## config.mk

```make
export PLATFORM = sky130hd
export DESIGN_NAME = clock_hm_scan
export DESIGN_NICKNAME = d
export VERILOG_FILES = /design/src/rtl/clock_hm_scan.sv
export SDC_FILE = /design/constraint.sdc
export NUM_CORES = 1
export LEC_CHECK = 0
export ABC_AREA = 1
export CORE_MARGIN = 2
export CORE_UTILIZATION = 56
export CTS_CLUSTER_DIAMETER = 150
export CTS_CLUSTER_SIZE = 25
export DETAILED_ROUTE_END_ITERATION = 8
export GPL_ROUTABILITY_DRIVEN = 0
export PLACE_DENSITY = 0.83
export SYNTH_ARGS = -nofsm -noshare
export SYNTH_HDL_FRONTEND = slang
export SYNTH_SLANG_ARGS = --single-unit
```

## constraint.sdc

```tcl
create_clock -name clk -period 3 [get_ports clk]
set_clock_uncertainty 0.15 [all_clocks]
set_input_delay 0.6 -clock clk [delete_from_list [all_inputs] [get_ports clk]]
set_output_delay 0.6 -clock clk [all_outputs]
set_load 0.02 [all_outputs]
```

## src/rtl/clock_hm_scan.sv

```systemverilog
// clock_hm_scan
//   Hours/minutes BCD timekeeper with a six-digit multiplexed 7-segment
//   display scanner. It counts minutes and hours, driven by the seconds-wrap
//   pulse and by the manual adjust pulses. It then scans hr_t, hr_o, min_t,
//   min_o, sec_t and sec_o onto one shared segment bus.
//
//   Build option: define CLOCK_12H_EN to select 12-hour mode. Hours then run
//   12, 01 .. 11, 12. An internal pm flag toggles on each 11->12 step and is
//   shown on the decimal point of digit 5. Without the macro, hours run 00..23.
//
// Ports
//   clk       system clock, rising edge
//   rst       asynchronous reset, active low
//   sec_tick  one-cycle pulse at the seconds wrap 59->00
//   sec_t     seconds tens digit (display only)
//   sec_o     seconds ones digit (display only)
//   inc_min   one-cycle manual minute adjust pulse
//   inc_hr    one-cycle manual hour adjust pulse
//   min_t     minute tens digit, BCD, registered
//   min_o     minute ones digit, BCD, registered
//   hr_t      hour tens digit, BCD, registered
//   hr_o      hour ones digit, BCD, registered
//   day_tick  one-cycle pulse when a carry-driven hour step wraps the day
//   sel       active digit index 0..5
//   seg       {dp, g..a} pattern for the active digit; 00 = blank
//
// Parameter
//   SCAN_DIV  clk cycles each digit is held, 2..255
module clock_hm_scan #(
  parameter int SCAN_DIV = 50
) (
  input  logic       clk,
  input  logic       rst,
  input  logic       sec_tick,
  input  logic [3:0] sec_t,
  input  logic [3:0] sec_o,
  input  logic       inc_min,
  input  logic       inc_hr,
  output logic [3:0] min_t,
  output logic [3:0] min_o,
  output logic [3:0] hr_t,
  output logic [3:0] hr_o,
  output logic       day_tick,
  output logic [2:0] sel,
  output logic [7:0] seg
);

  localparam logic [7:0] SCAN_LAST = 8'(SCAN_DIV - 1);

`ifdef CLOCK_12H_EN
  localparam logic [3:0] HR_T_RST = 4'd1;
  localparam logic [3:0] HR_O_RST = 4'd2;
`else
  localparam logic [3:0] HR_T_RST = 4'd0;
  localparam logic [3:0] HR_O_RST = 4'd0;
`endif

  // ---------------------------------------------------------------------
  // Minute / hour counting
  // ---------------------------------------------------------------------
  logic       min_step;
  logic       min_at_max;
  logic       hr_carry;
  logic       hr_step;
  logic [3:0] min_t_nxt, min_o_nxt;
  logic [3:0] hr_t_nxt, hr_o_nxt;
  logic       day_nxt;

`ifdef CLOCK_12H_EN
  logic pm;
  logic pm_nxt;
`endif

  always_comb begin
    // Simultaneous sec_tick and inc_min still step by one.
    min_step   = sec_tick | inc_min;
    min_at_max = (min_t == 4'd5) && (min_o == 4'd9);
    // Only the real seconds wrap carries into the hour; a manual minute
    // wrap leaves the hour alone.
    hr_carry   = sec_tick & min_at_max;
    hr_step    = hr_carry | inc_hr;

    min_t_nxt = min_t;
    min_o_nxt = min_o;
    if (min_step) begin
      if (min_at_max) begin
        min_t_nxt = 4'd0;
        min_o_nxt = 4'd0;
      end else if (min_o == 4'd9) begin
        min_t_nxt = min_t + 4'd1;
        min_o_nxt = 4'd0;
      end else begin
        min_o_nxt = min_o + 4'd1;
      end
    end

    hr_t_nxt = hr_t;
    hr_o_nxt = hr_o;
    day_nxt  = 1'b0;
`ifdef CLOCK_12H_EN
    pm_nxt   = pm;
    if (hr_step) begin
      if (hr_t == 4'd1 && hr_o == 4'd2) begin
        hr_t_nxt = 4'd0;
        hr_o_nxt = 4'd1;
      end else if (hr_t == 4'd0 && hr_o == 4'd9) begin
        hr_t_nxt = 4'd1;
        hr_o_nxt = 4'd0;
      end else if (hr_t == 4'd1 && hr_o == 4'd1) begin
        hr_o_nxt = 4'd2;
        pm_nxt   = ~pm;
        // The day ends when pm falls back to 0 on a carry-driven step.
        day_nxt  = hr_carry & pm;
      end else begin
        hr_o_nxt = hr_o + 4'd1;
      end
    end
`else
    if (hr_step) begin
      if (hr_t == 4'd2 && hr_o == 4'd3) begin
        hr_t_nxt = 4'd0;
        hr_o_nxt = 4'd0;
        day_nxt  = hr_carry;
      end else if (hr_o == 4'd9) begin
        hr_t_nxt = hr_t + 4'd1;
        hr_o_nxt = 4'd0;
      end else begin
        hr_o_nxt = hr_o + 4'd1;
      end
    end
`endif
  end

  always_ff @(posedge clk or negedge rst) begin
    if (!rst) begin
      min_t    <= 4'd0;
      min_o    <= 4'd0;
      hr_t     <= HR_T_RST;
      hr_o     <= HR_O_RST;
      day_tick <= 1'b0;
    end else begin
      min_t    <= min_t_nxt;
      min_o    <= min_o_nxt;
      hr_t     <= hr_t_nxt;
      hr_o     <= hr_o_nxt;
      day_tick <= day_nxt;
    end
  end

`ifdef CLOCK_12H_EN
  always_ff @(posedge clk or negedge rst) begin
    if (!rst) pm <= 1'b0;
    else      pm <= pm_nxt;
  end
`endif

  // ---------------------------------------------------------------------
  // Display scan
  // ---------------------------------------------------------------------
  logic [7:0] scan_cnt;
  logic       scan_wrap;
  logic [2:0] sel_nxt;
  logic [3:0] digit_nxt;
  logic [6:0] seg_code;
  logic       dp_nxt;

  always_comb begin
    scan_wrap = (scan_cnt == SCAN_LAST);
    sel_nxt   = (sel == 3'd5) ? 3'd0 : sel + 3'd1;

    // seg is loaded on the same edge as sel, so it decodes the digit
    // that sel is about to point at.
    case (sel_nxt)
      3'd0:    digit_nxt = hr_t;
      3'd1:    digit_nxt = hr_o;
      3'd2:    digit_nxt = min_t;
      3'd3:    digit_nxt = min_o;
      3'd4:    digit_nxt = sec_t;
      default: digit_nxt = sec_o;
    endcase

    case (digit_nxt)
      4'd0:    seg_code = 7'h3F;
      4'd1:    seg_code = 7'h06;
      4'd2:    seg_code = 7'h5B;
      4'd3:    seg_code = 7'h4F;
      4'd4:    seg_code = 7'h66;
      4'd5:    seg_code = 7'h6D;
      4'd6:    seg_code = 7'h7D;
      4'd7:    seg_code = 7'h07;
      4'd8:    seg_code = 7'h7F;
      4'd9:    seg_code = 7'h6F;
      default: seg_code = 7'h79;  // "E" for non-BCD input
    endcase

    dp_nxt = (sel_nxt == 3'd1) || (sel_nxt == 3'd3);
`ifdef CLOCK_12H_EN
    if (sel_nxt == 3'd5) dp_nxt = pm;
`endif
  end

  always_ff @(posedge clk or negedge rst) begin
    if (!rst) begin
      scan_cnt <= 8'd0;
      sel      <= 3'd0;
      seg      <= 8'h00;
    end else if (scan_wrap) begin
      scan_cnt <= 8'd0;
      sel      <= sel_nxt;
      seg      <= {dp_nxt, seg_code};
    end else begin
      scan_cnt <= scan_cnt + 8'd1;
    end
  end

endmodule

```

==> flow_results.xml, run 1 <==
<?xml version="1.0" encoding="UTF-8"?>
<metrics>
  <group name="grt">
    <metric name="grt.total_usage" unit="">0.231</metric>
    <metric name="gr-total-overflow" unit="">0</metric>
    <metric name="grt_antenna_before_repair" unit="">0</metric>
    <metric name="grt_start_max_net_pins" unit="">37</metric>
    <metric name="first_global_vias" unit="">1764</metric>
    <metric name="grt_first_pass_wirelength" unit="mm">7.70</metric>
  </group>
  <group name="critical_path">
    <metric name="crit_path_max_incr_delay" unit="ps">690</metric>
    <metric name="path_cells" unit="">clkdlybuf4s50_1</metric>
    <metric name="endpoint_kind" unit="">output pin</metric>
    <metric name="critical_path.max_fanout" unit="">10</metric>
    <metric name="cell_type_group_with_the_largest_total_delay_on_the_critical_path" unit="">buffers and inverters</metric>
    <metric name="start_kind" unit="">register</metric>
    <metric name="cpMaxStageDelayCell" unit="">sky130_fd_sc_hd__clkdlybuf4s50_1</metric>
    <metric name="crit_required" unit="ps">2250</metric>
    <metric name="arrival" unit="ps">1610</metric>
    <metric name="timing.setup.critical_path_class" unit="">register to output pin</metric>
    <metric name="crit_start" unit="">sel[0]$_DFFE_PN0N_</metric>
    <metric name="critical_path.reg2reg.startpoint" unit="">sel[2]$_DFFE_PN0N_</metric>
    <metric name="timing.critical_path.buf_inv" unit="">1</metric>
  </group>
  <group name="synth">
    <metric name="post_synth.cell_area_avg" unit="µm²">7.94</metric>
    <metric name="synth-seq-cells" unit="">36</metric>
    <metric name="dominantRegCellSynth" unit="">sky130_fd_sc_hd__dfrtp_1</metric>
    <metric name="mappedNetlistNets" unit="">299</metric>
    <metric name="cell_count_after_synthesis" unit="">270</metric>
    <metric name="share_of_flip_flops_with_an_asynchronous_set_or_reset_after_synthesis" unit="">1.00</metric>
    <metric name="syn_area" unit="µm²">2140</metric>
    <metric name="yosysUniqueCellTypes" unit="">32</metric>
    <metric name="synth-seq-area-share" unit="">0.420</metric>
    <metric name="synth_warnings" unit="">0</metric>
    <metric name="synth-edff-count" unit="">0</metric>
  </group>
  <group name="floorplanning">
    <metric name="design.core.area" unit="µm²">3660</metric>
    <metric name="fp.dieW" unit="µm">65.9</metric>
    <metric name="rows" unit="">22</metric>
    <metric name="io_pins" unit="">41</metric>
    <metric name="effective_utilization_at_floorplan" unit="">0.585</metric>
    <metric name="die_area" unit="µm²">4340</metric>
    <metric name="die_y" unit="µm">65.9</metric>
  </group>
  <group name="drt">
    <metric name="detail_route.iter0.violations" unit="">145</metric>
    <metric name="wl_per_cell" unit="µm">12.1</metric>
    <metric name="routed_vias" unit="">1875</metric>
    <metric name="detailed_route_wire_length" unit="mm">4.41</metric>
    <metric name="drt_first_pass_iters" unit="">4</metric>
    <metric name="routed_via_density" unit="">5.15</metric>
    <metric name="drt_drc_violations_left" unit="">0</metric>
    <metric name="drtAntennaViolNets" unit="">0</metric>
  </group>
  <group name="clocking">
    <metric name="worstSkewPairLatency" unit="ps">290</metric>
    <metric name="cts-buffers-inserted" unit="">5</metric>
    <metric name="clock_tree.htree_level_count" unit="">2</metric>
    <metric name="clock_path_buffers" unit="">2</metric>
    <metric name="clock-sinks" unit="">36</metric>
    <metric name="cts.repair.resized" unit="">0</metric>
    <metric name="post_cts_hold_buffer_count" unit="">0</metric>
    <metric name="clock_tree_from_tritoncts" unit="">done</metric>
    <metric name="clk_pin_slew_worst_paths" unit="ps">70</metric>
    <metric name="post-cts-setup-buffer-count" unit="">0</metric>
    <metric name="cts_root_buf" unit="">sky130_fd_sc_hd__clkbuf_8</metric>
  </group>
  <group name="power">
    <metric name="switching_power" unit="µW">808</metric>
    <metric name="ratio_of_total_power_to_cell_area" unit="nW/µm²">724</metric>
    <metric name="power.leakage" unit="nW">1.34</metric>
    <metric name="clockPowerShare" unit="">0.177</metric>
    <metric name="share_seq_of_total_power" unit="">0.388</metric>
    <metric name="worst_ir_drop_vdd" unit="mV">0.611</metric>
    <metric name="power_switching_share" unit="">0.417</metric>
    <metric name="internal-power" unit="mW">1.13</metric>
    <metric name="combinational_group_share_of_total_power" unit="">0.435</metric>
  </group>
  <group name="timing">
    <metric name="setup-violations-final" unit="">0</metric>
    <metric name="maxClockFrequency" unit="MHz">423</metric>
    <metric name="final.setup.tns" unit="ps">0</metric>
    <metric name="fin_hold_ws" unit="ps">327</metric>
    <metric name="rsz_0062_raised_after_global_routing" unit="">no</metric>
    <metric name="hold_viol_final" unit="">0</metric>
    <metric name="worst_slew_pin_slew" unit="ps">463</metric>
    <metric name="report.final.slew_viol_count" unit="">0</metric>
    <metric name="max_slew_margin" unit="">0.692</metric>
    <metric name="timing.final.crit_period" unit="ps">2360</metric>
    <metric name="fin_crit_share" unit="">0.788</metric>
  </group>
  <group name="placement">
    <metric name="place.detailed.hpwl" unit="mm">3.24</metric>
    <metric name="port-buffer-count" unit="">40</metric>
  </group>
  <group name="worst_hold_path">
    <metric name="worstHoldPathType" unit="">register to register</metric>
    <metric name="min-delay-start" unit="">seg[7]$_DFFE_PN0N_</metric>
  </group>
  <group name="final_layout">
    <metric name="register_area" unit="µm²">901</metric>
    <metric name="syn2layout_area_growth" unit="%">24.8</metric>
    <metric name="antenna-diode-count" unit="">0</metric>
    <metric name="num-fill-cells" unit="">281</metric>
    <metric name="nNetsFinal" unit="">344</metric>
    <metric name="multi_input_comb_area" unit="µm²">1090</metric>
    <metric name="final_layout_size_suffix_gt1_frac" unit="">0.0791</metric>
  </group>
  <group name="run">
    <metric name="drv_cap" unit="">0</metric>
  </group>
  <group name="outcome">
    <metric name="run_status" unit="">finished, final reports clean</metric>
  </group>
</metrics>
[layout make-up]
class	count	share of cell area
Timing Repair Buffer	42	0.155
Multi-Input combinational cell	199	0.409
Tap cell	48	0.0225
Inverter	31	0.0435
Sequential cell	36	0.337
Clock inverter	3	0.00702
Clock buffer	5	0.0257
[sequential cells by signal, summed over array words and instances (netlist names)]
name and count:
day_tick 1, min_t 4, hr_o 4, seg 8
hr_t 4, scan_cnt 8, min_o 4, sel 3
[cell usage in the layout, fill, tap and decap left out, types with 4 or more instances in the layout]
master | netlist | final
sky130_fd_sc_hd__xor2_1 | 7 | 7
sky130_fd_sc_hd__inv_1 | 27 | 27
sky130_fd_sc_hd__clkbuf_8 | 0 | 5
sky130_fd_sc_hd__nand3_1 | 26 | 26
sky130_fd_sc_hd__nand2_1 | 63 | 63
sky130_fd_sc_hd__inv_2 | 4 | 4
sky130_fd_sc_hd__clkdlybuf4s50_1 | 0 | 40
sky130_fd_sc_hd__o21ai_0 | 16 | 16
sky130_fd_sc_hd__dfrtp_1 | 36 | 36
sky130_fd_sc_hd__a21oi_1 | 8 | 8
sky130_fd_sc_hd__nor2_1 | 35 | 35
sky130_fd_sc_hd__ha_1 | 16 | 16
sky130_fd_sc_hd__nand4_1 | 4 | 4
[kinds of logic (layout without fill, tap and decap cells)]
logic type / Yosys count / after routing / share of synthesized area
adder cells (fa/ha/maj): 16 / 16 / 0.0934
AND/OR/NAND/NOR: 143 / 143 / 0.299
multiplexers: 1 / 1 / 0.00467
flip-flops: 36 / 36 / 0.420
XOR/XNOR: 7 / 7 / 0.0286
buffers and inverters: 35 / 81 / 0.0689
AO/OA/AOI/OAI: 32 / 32 / 0.0852
[metrics by stage]
| stage | total power, mW | cell area [µm²] | instances | worst slack, ps | util |
|---|---|---|---|---|---|
| finish | 1.94 | 2680 | 364 | 637 | 0.731 |
| global route | 2.10 | 2680 | 364 | 503 | 0.731 |
| CTS | 1.95 | 2680 | 364 | 634 | 0.731 |
| detailed placement | 1.60 | 2590 | 356 | 579 | 0.707 |
| global placement | 1.57 | 2590 | 356 | 647 | 0.707 |
| floorplan | 1.26 | 2140 | 270 | 925 | - |
[layer usage]
metal / vias up / share of wire / wire, µm / global-route usage
met3: 7 / 0.047 / 208 / 0.0579
met1: 871 / 0.45 / 2000 / 0.289
met5: - / 0 / 0 / 0
met4: 0 / 0.014 / 60 / 0.0807
li1: 959 / - / - / -
met2: 38 / 0.48 / 2140 / 0.385
[path summary, 6_finish.rpt]
| check | endpoint | slack, ps | cells past startpoint |
|---|---|---|---|
| min | seg[7]$_DFFE_PN0N_ | 330 | 2 |
| min reg2reg | seg[7]$_DFFE_PN0N_ | 330 | 2 |
| max | sel[0] | 640 | 1 |
| min in group asynchronous | scan_cnt[7]$_DFF_PN0_ | 580 | 2 |
| max reg2reg | seg[1]$_DFFE_PN0N_ | 730 | 12 |
| max in group asynchronous | hr_t[3]$_DFFE_PN0P_ | 1800 | 2 |
[worst reg2reg max path: stages, from the launching register on]
cell	delay, ps
sky130_fd_sc_hd__dfrtp_1	570
sky130_fd_sc_hd__inv_2	140
sky130_fd_sc_hd__nor2_4	140
sky130_fd_sc_hd__inv_2	50
sky130_fd_sc_hd__or2_2	280
sky130_fd_sc_hd__o21ai_2	130
sky130_fd_sc_hd__inv_1	110
sky130_fd_sc_hd__ha_1	300
sky130_fd_sc_hd__nand3_1	70
sky130_fd_sc_hd__nand2_1	80
sky130_fd_sc_hd__nand2_1	50
sky130_fd_sc_hd__nand2_1	50
sky130_fd_sc_hd__nand2_1	50
[power by group through the flow]
stage / Combinational [mW] / Clock (mW) / Sequential [mW]
after floorplan: 0.428 / 0 / 0.830
after global placement: 0.818 / 0 / 0.749
after detailed placement: 0.844 / 0 / 0.755
after CTS: 0.849 / 0.349 / 0.747
after global routing: 0.958 / 0.372 / 0.771
final: 0.843 / 0.343 / 0.752
[synthesized netlist by cell type, types with 2 or more instances]
cell type | number | share of area
sky130_fd_sc_hd__nand2_2 | 2 | 0.0058
sky130_fd_sc_hd__o21ai_1 | 2 | 0.0047
sky130_fd_sc_hd__nor2_1 | 35 | 0.061
sky130_fd_sc_hd__xor2_1 | 7 | 0.029
sky130_fd_sc_hd__a21oi_1 | 8 | 0.019
sky130_fd_sc_hd__inv_1 | 27 | 0.047
sky130_fd_sc_hd__nand2_1 | 63 | 0.11
sky130_fd_sc_hd__nor2_4 | 2 | 0.011
sky130_fd_sc_hd__and3_1 | 2 | 0.0058
sky130_fd_sc_hd__nor3_1 | 2 | 0.0047
sky130_fd_sc_hd__nand4_1 | 4 | 0.012
sky130_fd_sc_hd__nand3_1 | 26 | 0.061
sky130_fd_sc_hd__buf_4 | 2 | 0.0070
sky130_fd_sc_hd__o21ai_0 | 16 | 0.037
sky130_fd_sc_hd__ha_1 | 16 | 0.093
sky130_fd_sc_hd__o22ai_1 | 2 | 0.0058
sky130_fd_sc_hd__inv_2 | 4 | 0.0070
sky130_fd_sc_hd__dfrtp_1 | 36 | 0.42
Note: power is estimated with default switching activity, not from simulation.
==> inputs of run 2 (changes only) <==
CORE_UTILIZATION = 47   (was 56)
PLACE_DENSITY = 0.74   (was 0.83)
clock period = 1.9 ns   (was 3 ns; I/O delays follow)
==> flow_results.xml, run 2 (synthesized netlist as in run 1, its figures left out) <==
<?xml version="1.0" encoding="UTF-8"?>
<metrics>
  <group name="timing">
    <metric name="maxClockFrequency" unit="MHz">502</metric>
    <metric name="report.final.slew_viol_count" unit="">0</metric>
    <metric name="fin_worst_setup_slack" unit="ps">-92.9</metric>
    <metric name="final.setup.tns" unit="ps">-246</metric>
    <metric name="setup-violations-final" unit="">6</metric>
    <metric name="timing.final.crit_period" unit="ps">1990</metric>
    <metric name="max_slew_margin" unit="">0.745</metric>
    <metric name="hold_viol_final" unit="">0</metric>
    <metric name="fin_crit_share" unit="">1.05</metric>
    <metric name="rsz_0062_raised_after_global_routing" unit="">yes</metric>
    <metric name="fin_hold_ws" unit="ps">309</metric>
    <metric name="worst_slew_pin_slew" unit="ps">382</metric>
  </group>
  <group name="grt">
    <metric name="grt_first_pass_wirelength" unit="mm">8.25</metric>
    <metric name="gr-total-overflow" unit="">0</metric>
    <metric name="first_global_vias" unit="">1864</metric>
    <metric name="grt_antenna_before_repair" unit="">0</metric>
    <metric name="grt_start_max_net_pins" unit="">37</metric>
    <metric name="grt.total_usage" unit="">0.202</metric>
  </group>
  <group name="critical_path">
    <metric name="crit_path_max_incr_delay" unit="ps">440</metric>
    <metric name="path_cells" unit="">buf_12 &gt; inv_4 &gt; nor3_2 &gt; nand2_1 &gt; nand2_1 &gt; nor2_1 &gt; nand3_2 &gt; ha_1 &gt; nand3_2 &gt; nand2_1 &gt; nand2_1 &gt; nand2_1 &gt; nand2_1</metric>
    <metric name="timing.setup.critical_path_class" unit="">register to register</metric>
    <metric name="cpMaxStageDelayCell" unit="">sky130_fd_sc_hd__dfrtp_2</metric>
    <metric name="reg2regPathDepth" unit="">13</metric>
    <metric name="critical_path.max_fanout" unit="">5</metric>
    <metric name="critPathMostFrequentCell" unit="">sky130_fd_sc_hd__nand2_1</metric>
    <metric name="start_kind" unit="">register</metric>
    <metric name="crit_required" unit="ps">1930</metric>
    <metric name="endpoint_kind" unit="">register</metric>
    <metric name="arrival" unit="ps">2020</metric>
    <metric name="r2r_setup_slack" unit="ps">-90</metric>
    <metric name="critical_path.reg2reg.startpoint" unit="">sel[0]$_DFFE_PN0N_</metric>
    <metric name="timing.rr.end" unit="">seg[1]$_DFFE_PN0N_</metric>
  </group>
  <group name="outcome">
    <metric name="violated_checks" unit="">setup timing</metric>
    <metric name="run_status" unit="">finished, violations left</metric>
  </group>
  <group name="power">
    <metric name="combinational_group_share_of_total_power" unit="">0.460</metric>
    <metric name="power.leakage" unit="nW">1.57</metric>
    <metric name="share_seq_of_total_power" unit="">0.360</metric>
    <metric name="internal-power" unit="mW">1.88</metric>
    <metric name="worst_ir_drop_vdd" unit="mV">0.770</metric>
    <metric name="clockPowerShare" unit="">0.180</metric>
    <metric name="switching_power" unit="mW">1.31</metric>
    <metric name="ratio_of_total_power_to_cell_area" unit="nW/µm²">1070</metric>
    <metric name="power_switching_share" unit="">0.412</metric>
  </group>
  <group name="floorplanning">
    <metric name="fp.dieW" unit="µm">71.5</metric>
    <metric name="io_pins" unit="">41</metric>
    <metric name="die_area" unit="µm²">5120</metric>
    <metric name="die_y" unit="µm">71.5</metric>
    <metric name="effective_utilization_at_floorplan" unit="">0.489</metric>
    <metric name="design.core.area" unit="µm²">4380</metric>
    <metric name="rows" unit="">24</metric>
  </group>
  <group name="drt">
    <metric name="detailed_route_wire_length" unit="mm">4.97</metric>
    <metric name="routed_vias" unit="">2002</metric>
    <metric name="drtAntennaViolNets" unit="">0</metric>
    <metric name="routed_via_density" unit="">5.12</metric>
    <metric name="detail_route.iter0.violations" unit="">84</metric>
    <metric name="wl_per_cell" unit="µm">12.7</metric>
    <metric name="drt_first_pass_iters" unit="">4</metric>
    <metric name="drt_drc_violations_left" unit="">0</metric>
  </group>
  <group name="clocking">
    <metric name="cts-buffers-inserted" unit="">5</metric>
    <metric name="clock_path_buffers" unit="">2</metric>
    <metric name="clk_pin_slew_worst_paths" unit="ps">80</metric>
    <metric name="clock_tree_from_tritoncts" unit="">done</metric>
    <metric name="cts_root_buf" unit="">sky130_fd_sc_hd__clkbuf_8</metric>
    <metric name="clock-sinks" unit="">36</metric>
    <metric name="worstSkewPairLatency" unit="ps">290</metric>
    <metric name="clock_tree.htree_level_count" unit="">2</metric>
    <metric name="post_cts_hold_buffer_count" unit="">0</metric>
  </group>
  <group name="final_layout">
    <metric name="layout.cells.most_common" unit="">sky130_fd_sc_hd__nand2_1</metric>
    <metric name="nNetsFinal" unit="">367</metric>
    <metric name="antenna-diode-count" unit="">0</metric>
    <metric name="largest_registers_ranked_by_flip_flop_count" unit="">scan_cnt x8, seg x8</metric>
    <metric name="num-fill-cells" unit="">384</metric>
    <metric name="syn2layout_area_growth" unit="%">38.5</metric>
    <metric name="stdcell_area" unit="µm²">2970</metric>
    <metric name="layout_common_cells" unit="">sky130_fd_sc_hd__nand2_1 (62), sky130_fd_sc_hd__nor2_1 (34), sky130_fd_sc_hd__dfrtp_1 (32)</metric>
    <metric name="final_layout_size_suffix_gt1_frac" unit="">0.195</metric>
  </group>
  <group name="worst_hold_path">
    <metric name="worstHoldPathType" unit="">input port to asynchronous set/reset pin</metric>
  </group>
  <group name="run">
    <metric name="drv_cap" unit="">0</metric>
  </group>
  <group name="placement">
    <metric name="postPlaceCellArea" unit="µm²">2750</metric>
    <metric name="port-buffer-count" unit="">40</metric>
    <metric name="place.detailed.hpwl" unit="mm">3.50</metric>
    <metric name="detailedPlace.worstSlack" unit="ps">-105</metric>
  </group>
</metrics>
## run 2: changes by cell type in the layout (fill, tap and decap cells not counted), moves of 4 or more
cell and change:
sky130_fd_sc_hd__dfrtp_2 +4, sky130_fd_sc_hd__clkdlybuf4s50_1 -18, sky130_fd_sc_hd__dlymetal6s2s_1 +5, sky130_fd_sc_hd__nand3_1 -10, sky130_fd_sc_hd__nand3_2 +10, sky130_fd_sc_hd__dfrtp_1 -4, sky130_fd_sc_hd__buf_4 +19, sky130_fd_sc_hd__dlygate4sd2_1 +13
## run 2: worst max path at each step
stage	from	to	slack (ps)	cells after the start
after global placement	sec_t[0]	seg[1]$_DFFE_PN0N_	-100	11
after CTS	sel[0]$_DFFE_PN0N_	seg[0]$_DFFE_PN0N_	-8	10
after global routing	sel[0]$_DFFE_PN0N_	seg[1]$_DFFE_PN0N_	-220	13
after detailed placement	sec_t[0]	seg[1]$_DFFE_PN0N_	-110	11
final	sel[0]$_DFFE_PN0N_	seg[1]$_DFFE_PN0N_	-90	13
after floorplan	sel[2]$_DFFE_PN0N_	seg[1]$_DFFE_PN0N_	-10	13
## run 2: power groups by stage
stage          logic [mW]  registers (mW)  clock network (mW)
2_1_floorplan       0.680            1.31                   0
3_3_place_gp         1.42            1.16                   0
3_5_place_dp         1.44            1.16                   0
4_1_cts              1.39            1.15               0.587
5_1_grt              1.65            1.18               0.622
6_report             1.46            1.15               0.575
## run 2: through the flow
step	std cells	util	power (mW)
after floorplan	270	-	1.99
after global placement	377	0.627	2.58
after detailed placement	377	0.627	2.60
after CTS	388	0.658	3.13
after global routing	391	0.677	3.45
final	391	0.677	3.19
## run 2: critical path: cells and delay by family, from the launching register on
kind | cells | cell delay (ps)
buffers and inverters | 2 | 210
AND/OR/NAND/NOR | 10 | 770
adder cells (fa/ha/maj) | 1 | 310
flip-flops | 1 | 440
## run 2: layer usage
layer | part of all wire | track usage
met5 | 0 | 0
met4 | 0.016 | 0.0671
met3 | 0.045 | 0.0478
met2 | 0.50 | 0.343
met1 | 0.44 | 0.254
## run 2: area by class of cell
class / count / area [µm²] / area share
Clock buffer: 7 / 86.3 / 0.0291
Inverter: 31 / 121 / 0.0409
Clock inverter: 1 / 7.51 / 0.00253
Multi-Input combinational cell: 199 / 1170 / 0.393
Sequential cell: 36 / 906 / 0.305
Timing Repair Buffer: 65 / 617 / 0.208
Tap cell: 52 / 65.1 / 0.0219
## run 2: what timing repair did
action	in CTS	in global routing
pin swaps	2	12
hold endpoints to repair	0	0
endpoints found under the setup margin	16	21
buffers inserted	3	3
gates cloned	0	0
resized for setup	19	19
==> inputs of run 3 (changes only) <==
--- a/config.mk
+++ b/config.mk
@@ -7,11 +7,14 @@
 export LEC_CHECK = 0
 export ABC_AREA = 1
+export CELL_PAD_IN_SITES_DETAIL_PLACEMENT = 0
+export CELL_PAD_IN_SITES_GLOBAL_PLACEMENT = 1
 export CORE_MARGIN = 2
-export CORE_UTILIZATION = 47
+export CORE_UTILIZATION = 34
 export CTS_CLUSTER_DIAMETER = 150
 export CTS_CLUSTER_SIZE = 25
 export DETAILED_ROUTE_END_ITERATION = 8
 export GPL_ROUTABILITY_DRIVEN = 0
-export PLACE_DENSITY = 0.74
+export PLACE_DENSITY = 0.73
+export REMOVE_ABC_BUFFERS = 1
 export SYNTH_ARGS = -nofsm -noshare
 export SYNTH_HDL_FRONTEND = slang
==> constraint.sdc (replaced) <==
create_clock -name clk -period 1.9 [get_ports clk]
set_clock_uncertainty 0.15 [all_clocks]
set_input_delay 0.285 -clock clk [delete_from_list [all_inputs] [get_ports clk]]
set_output_delay 0.285 -clock clk [all_outputs]
set_load 0.02 [all_outputs]
==> flow_results.xml, run 3 (synthesized netlist as in run 1, its figures left out) <==
<?xml version="1.0" encoding="UTF-8"?>
<metrics>
  <group name="clocking">
    <metric name="clk_pin_slew_worst_paths" unit="ps">70</metric>
    <metric name="clock_tree_from_tritoncts" unit="">done</metric>
    <metric name="clock_tree.htree_level_count" unit="">2</metric>
    <metric name="clock-sinks" unit="">36</metric>
    <metric name="clock_path_buffers" unit="">2</metric>
    <metric name="worstSkewPairLatency" unit="ps">290</metric>
    <metric name="cts-buffers-inserted" unit="">5</metric>
    <metric name="cts_root_buf" unit="">sky130_fd_sc_hd__clkbuf_8</metric>
  </group>
  <group name="critical_path">
    <metric name="timing.critical_path.buf_inv" unit="">2</metric>
    <metric name="critical_path.reg2reg.startpoint" unit="">sel[0]$_DFFE_PN0N_</metric>
    <metric name="cpMaxStageDelayCell" unit="">sky130_fd_sc_hd__dfrtp_2</metric>
    <metric name="arrival" unit="ps">1920</metric>
    <metric name="timing.setup.critical_path_class" unit="">register to register</metric>
    <metric name="cell_type_group_with_the_largest_total_delay_on_the_critical_path" unit="">simple AND/OR/NAND/NOR gates</metric>
    <metric name="start_kind" unit="">register</metric>
    <metric name="crit_required" unit="ps">1930</metric>
    <metric name="critical_path.max_fanout" unit="">6</metric>
    <metric name="crit_start" unit="">sel[0]$_DFFE_PN0N_</metric>
    <metric name="path_cells" unit="">inv_4 &gt; nor3_2 &gt; nand2_1 &gt; nand3_1 &gt; o21bai_1 &gt; buf_4 &gt; ha_1 &gt; nand2_1 &gt; nand2_1 &gt; nor2_1 &gt; nor2_1</metric>
    <metric name="endpoint_kind" unit="">register</metric>
    <metric name="critPathMostFrequentCell" unit="">sky130_fd_sc_hd__nand2_1</metric>
    <metric name="crit_path_max_incr_delay" unit="ps">500</metric>
  </group>
  <group name="final_layout">
    <metric name="antenna-diode-count" unit="">0</metric>
    <metric name="syn2layout_area_growth" unit="%">40.5</metric>
    <metric name="final_layout_size_suffix_gt1_frac" unit="">0.195</metric>
    <metric name="layout_common_cells" unit="">sky130_fd_sc_hd__nand2_1 (62), sky130_fd_sc_hd__clkdlybuf4s50_1 (33), sky130_fd_sc_hd__buf_4 (33)</metric>
    <metric name="instances_no_fill" unit="">423</metric>
    <metric name="nNetsFinal" unit="">376</metric>
    <metric name="largest_registers_ranked_by_flip_flop_count" unit="">scan_cnt x8, seg x8</metric>
    <metric name="layout.cells.most_common" unit="">sky130_fd_sc_hd__nand2_1</metric>
    <metric name="multi_input_comb_area" unit="µm²">1130</metric>
    <metric name="num-fill-cells" unit="">590</metric>
    <metric name="stdcell_area" unit="µm²">3010</metric>
    <metric name="register_area" unit="µm²">906</metric>
  </group>
  <group name="floorplanning">
    <metric name="io_pins" unit="">41</metric>
    <metric name="die_area" unit="µm²">6950</metric>
    <metric name="effective_utilization_at_floorplan" unit="">0.358</metric>
    <metric name="fp.dieW" unit="µm">83.4</metric>
    <metric name="design.core.area" unit="µm²">5990</metric>
    <metric name="rows" unit="">28</metric>
    <metric name="die_y" unit="µm">83.4</metric>
  </group>
  <group name="power">
    <metric name="worst_ir_drop_vdd" unit="mV">0.572</metric>
    <metric name="ratio_of_total_power_to_cell_area" unit="nW/µm²">1120</metric>
    <metric name="power.leakage" unit="nW">1.56</metric>
  </group>
  <group name="placement">
    <metric name="place.detailed.hpwl" unit="mm">3.82</metric>
    <metric name="port-buffer-count" unit="">40</metric>
    <metric name="placedCellCount" unit="">407</metric>
    <metric name="postPlaceCellArea" unit="µm²">2800</metric>
  </group>
  <group name="drt">
    <metric name="drt_drc_violations_left" unit="">0</metric>
    <metric name="drt_first_pass_iters" unit="">4</metric>
    <metric name="drtAntennaViolNets" unit="">0</metric>
    <metric name="routed_vias" unit="">1989</metric>
    <metric name="routed_via_density" unit="">4.70</metric>
    <metric name="detailed_route_wire_length" unit="mm">5.11</metric>
    <metric name="wl_per_cell" unit="µm">12.1</metric>
    <metric name="detail_route.iter0.violations" unit="">42</metric>
  </group>
  <group name="timing">
    <metric name="setup-violations-final" unit="">0</metric>
    <metric name="maxClockFrequency" unit="MHz">529</metric>
    <metric name="max_slew_margin" unit="">0.692</metric>
    <metric name="fin_crit_share" unit="">0.995</metric>
    <metric name="worst_slew_pin_slew" unit="ps">461</metric>
    <metric name="report.final.slew_viol_count" unit="">0</metric>
    <metric name="hold_viol_final" unit="">0</metric>
    <metric name="timing.final.crit_period" unit="ps">1890</metric>
    <metric name="rsz_0062_raised_after_global_routing" unit="">yes</metric>
  </group>
  <group name="grt">
    <metric name="gr-total-overflow" unit="">0</metric>
    <metric name="grt_antenna_before_repair" unit="">0</metric>
    <metric name="grt.total_usage" unit="">0.152</metric>
    <metric name="grt_start_max_net_pins" unit="">37</metric>
    <metric name="first_global_vias" unit="">2015</metric>
    <metric name="grt_first_pass_wirelength" unit="mm">8.76</metric>
  </group>
  <group name="run">
    <metric name="drv_cap" unit="">0</metric>
  </group>
  <group name="outcome">
    <metric name="run_status" unit="">finished, final reports clean</metric>
  </group>
  <group name="worst_hold_path">
    <metric name="worstHoldPathType" unit="">register to register</metric>
    <metric name="min-delay-start" unit="">seg[7]$_DFFE_PN0N_</metric>
  </group>
</metrics>
[run 3: routing by layer]
layer  wire length [µm]  global-route usage  up-vias  part of all wire
met3                177              0.0298        7             0.035
met2               2480               0.271       39              0.48
met1               2410               0.190      923              0.47
met5                  0                   0        -                 0
met4                 46              0.0298        0            0.0090
li1                   -                   -     1020                 -
[run 3: through the flow]
stage / setup TNS [ps] / utilization / worst slack [ps] / total power [mW] / hold WS, ps
3_3_place_gp: -506 / 0.467 / -131 / 2.62 / 214
3_5_place_dp: -546 / 0.467 / -151 / 2.64 / 214
4_1_cts: 0 / 0.492 / 1.29 / 3.34 / 335
5_1_grt: -508 / 0.503 / -99.8 / 3.66 / 363
2_1_floorplan: -1100 / - / -252 / 1.99 / -161
6_report: 0 / 0.503 / 9.01 / 3.38 / 330
[run 3: power by group]
group / internal [mW] / switching [mW] / total [mW]
clock network: 0.390 / 0.279 / 0.668
registers: 0.932 / 0.224 / 1.16
logic: 0.732 / 0.821 / 1.55
[run 3: timing repair]
item / 4_1_cts / 5_1_grt
resized for setup: 9 / 15
setup endpoints to repair: 11 / 17
hold buffers: 1 / 0
buffers inserted: 3 / 4
gates cloned: 0 / 0
endpoints found under the hold margin: 36 / 0
pin swaps: 3 / 3
[run 3: worst paths after layout]
kind	end	slack, ps	depth (start not counted)
worst max-delay path	seg[5]$_DFFE_PN0N_	9	11
min in group asynchronous	min_o[2]$_DFFE_PN0P_	420	3
worst min-delay path	seg[7]$_DFFE_PN0N_	330	2
worst min register to register	seg[7]$_DFFE_PN0N_	330	2
worst max register to register	seg[5]$_DFFE_PN0N_	9	11
max in group asynchronous	sel[2]$_DFFE_PN0N_	830	3
[run 3: tightest hold or removal path, cell delays in order, from the launching register on]
cell	delay [ps]
sky130_fd_sc_hd__dfrtp_1	350
sky130_fd_sc_hd__nand2_1	50
sky130_fd_sc_hd__nand2_1	50
[run 3: cell type report]
cell class                 instances  share of cell area
tap                               75              0.0312
clock inverter                     2              0.0116
timing repair buffer              74               0.218
multi-input combinational        199               0.374
sequential                        36               0.301
inverter                          31              0.0395
clock buffer                       6              0.0241
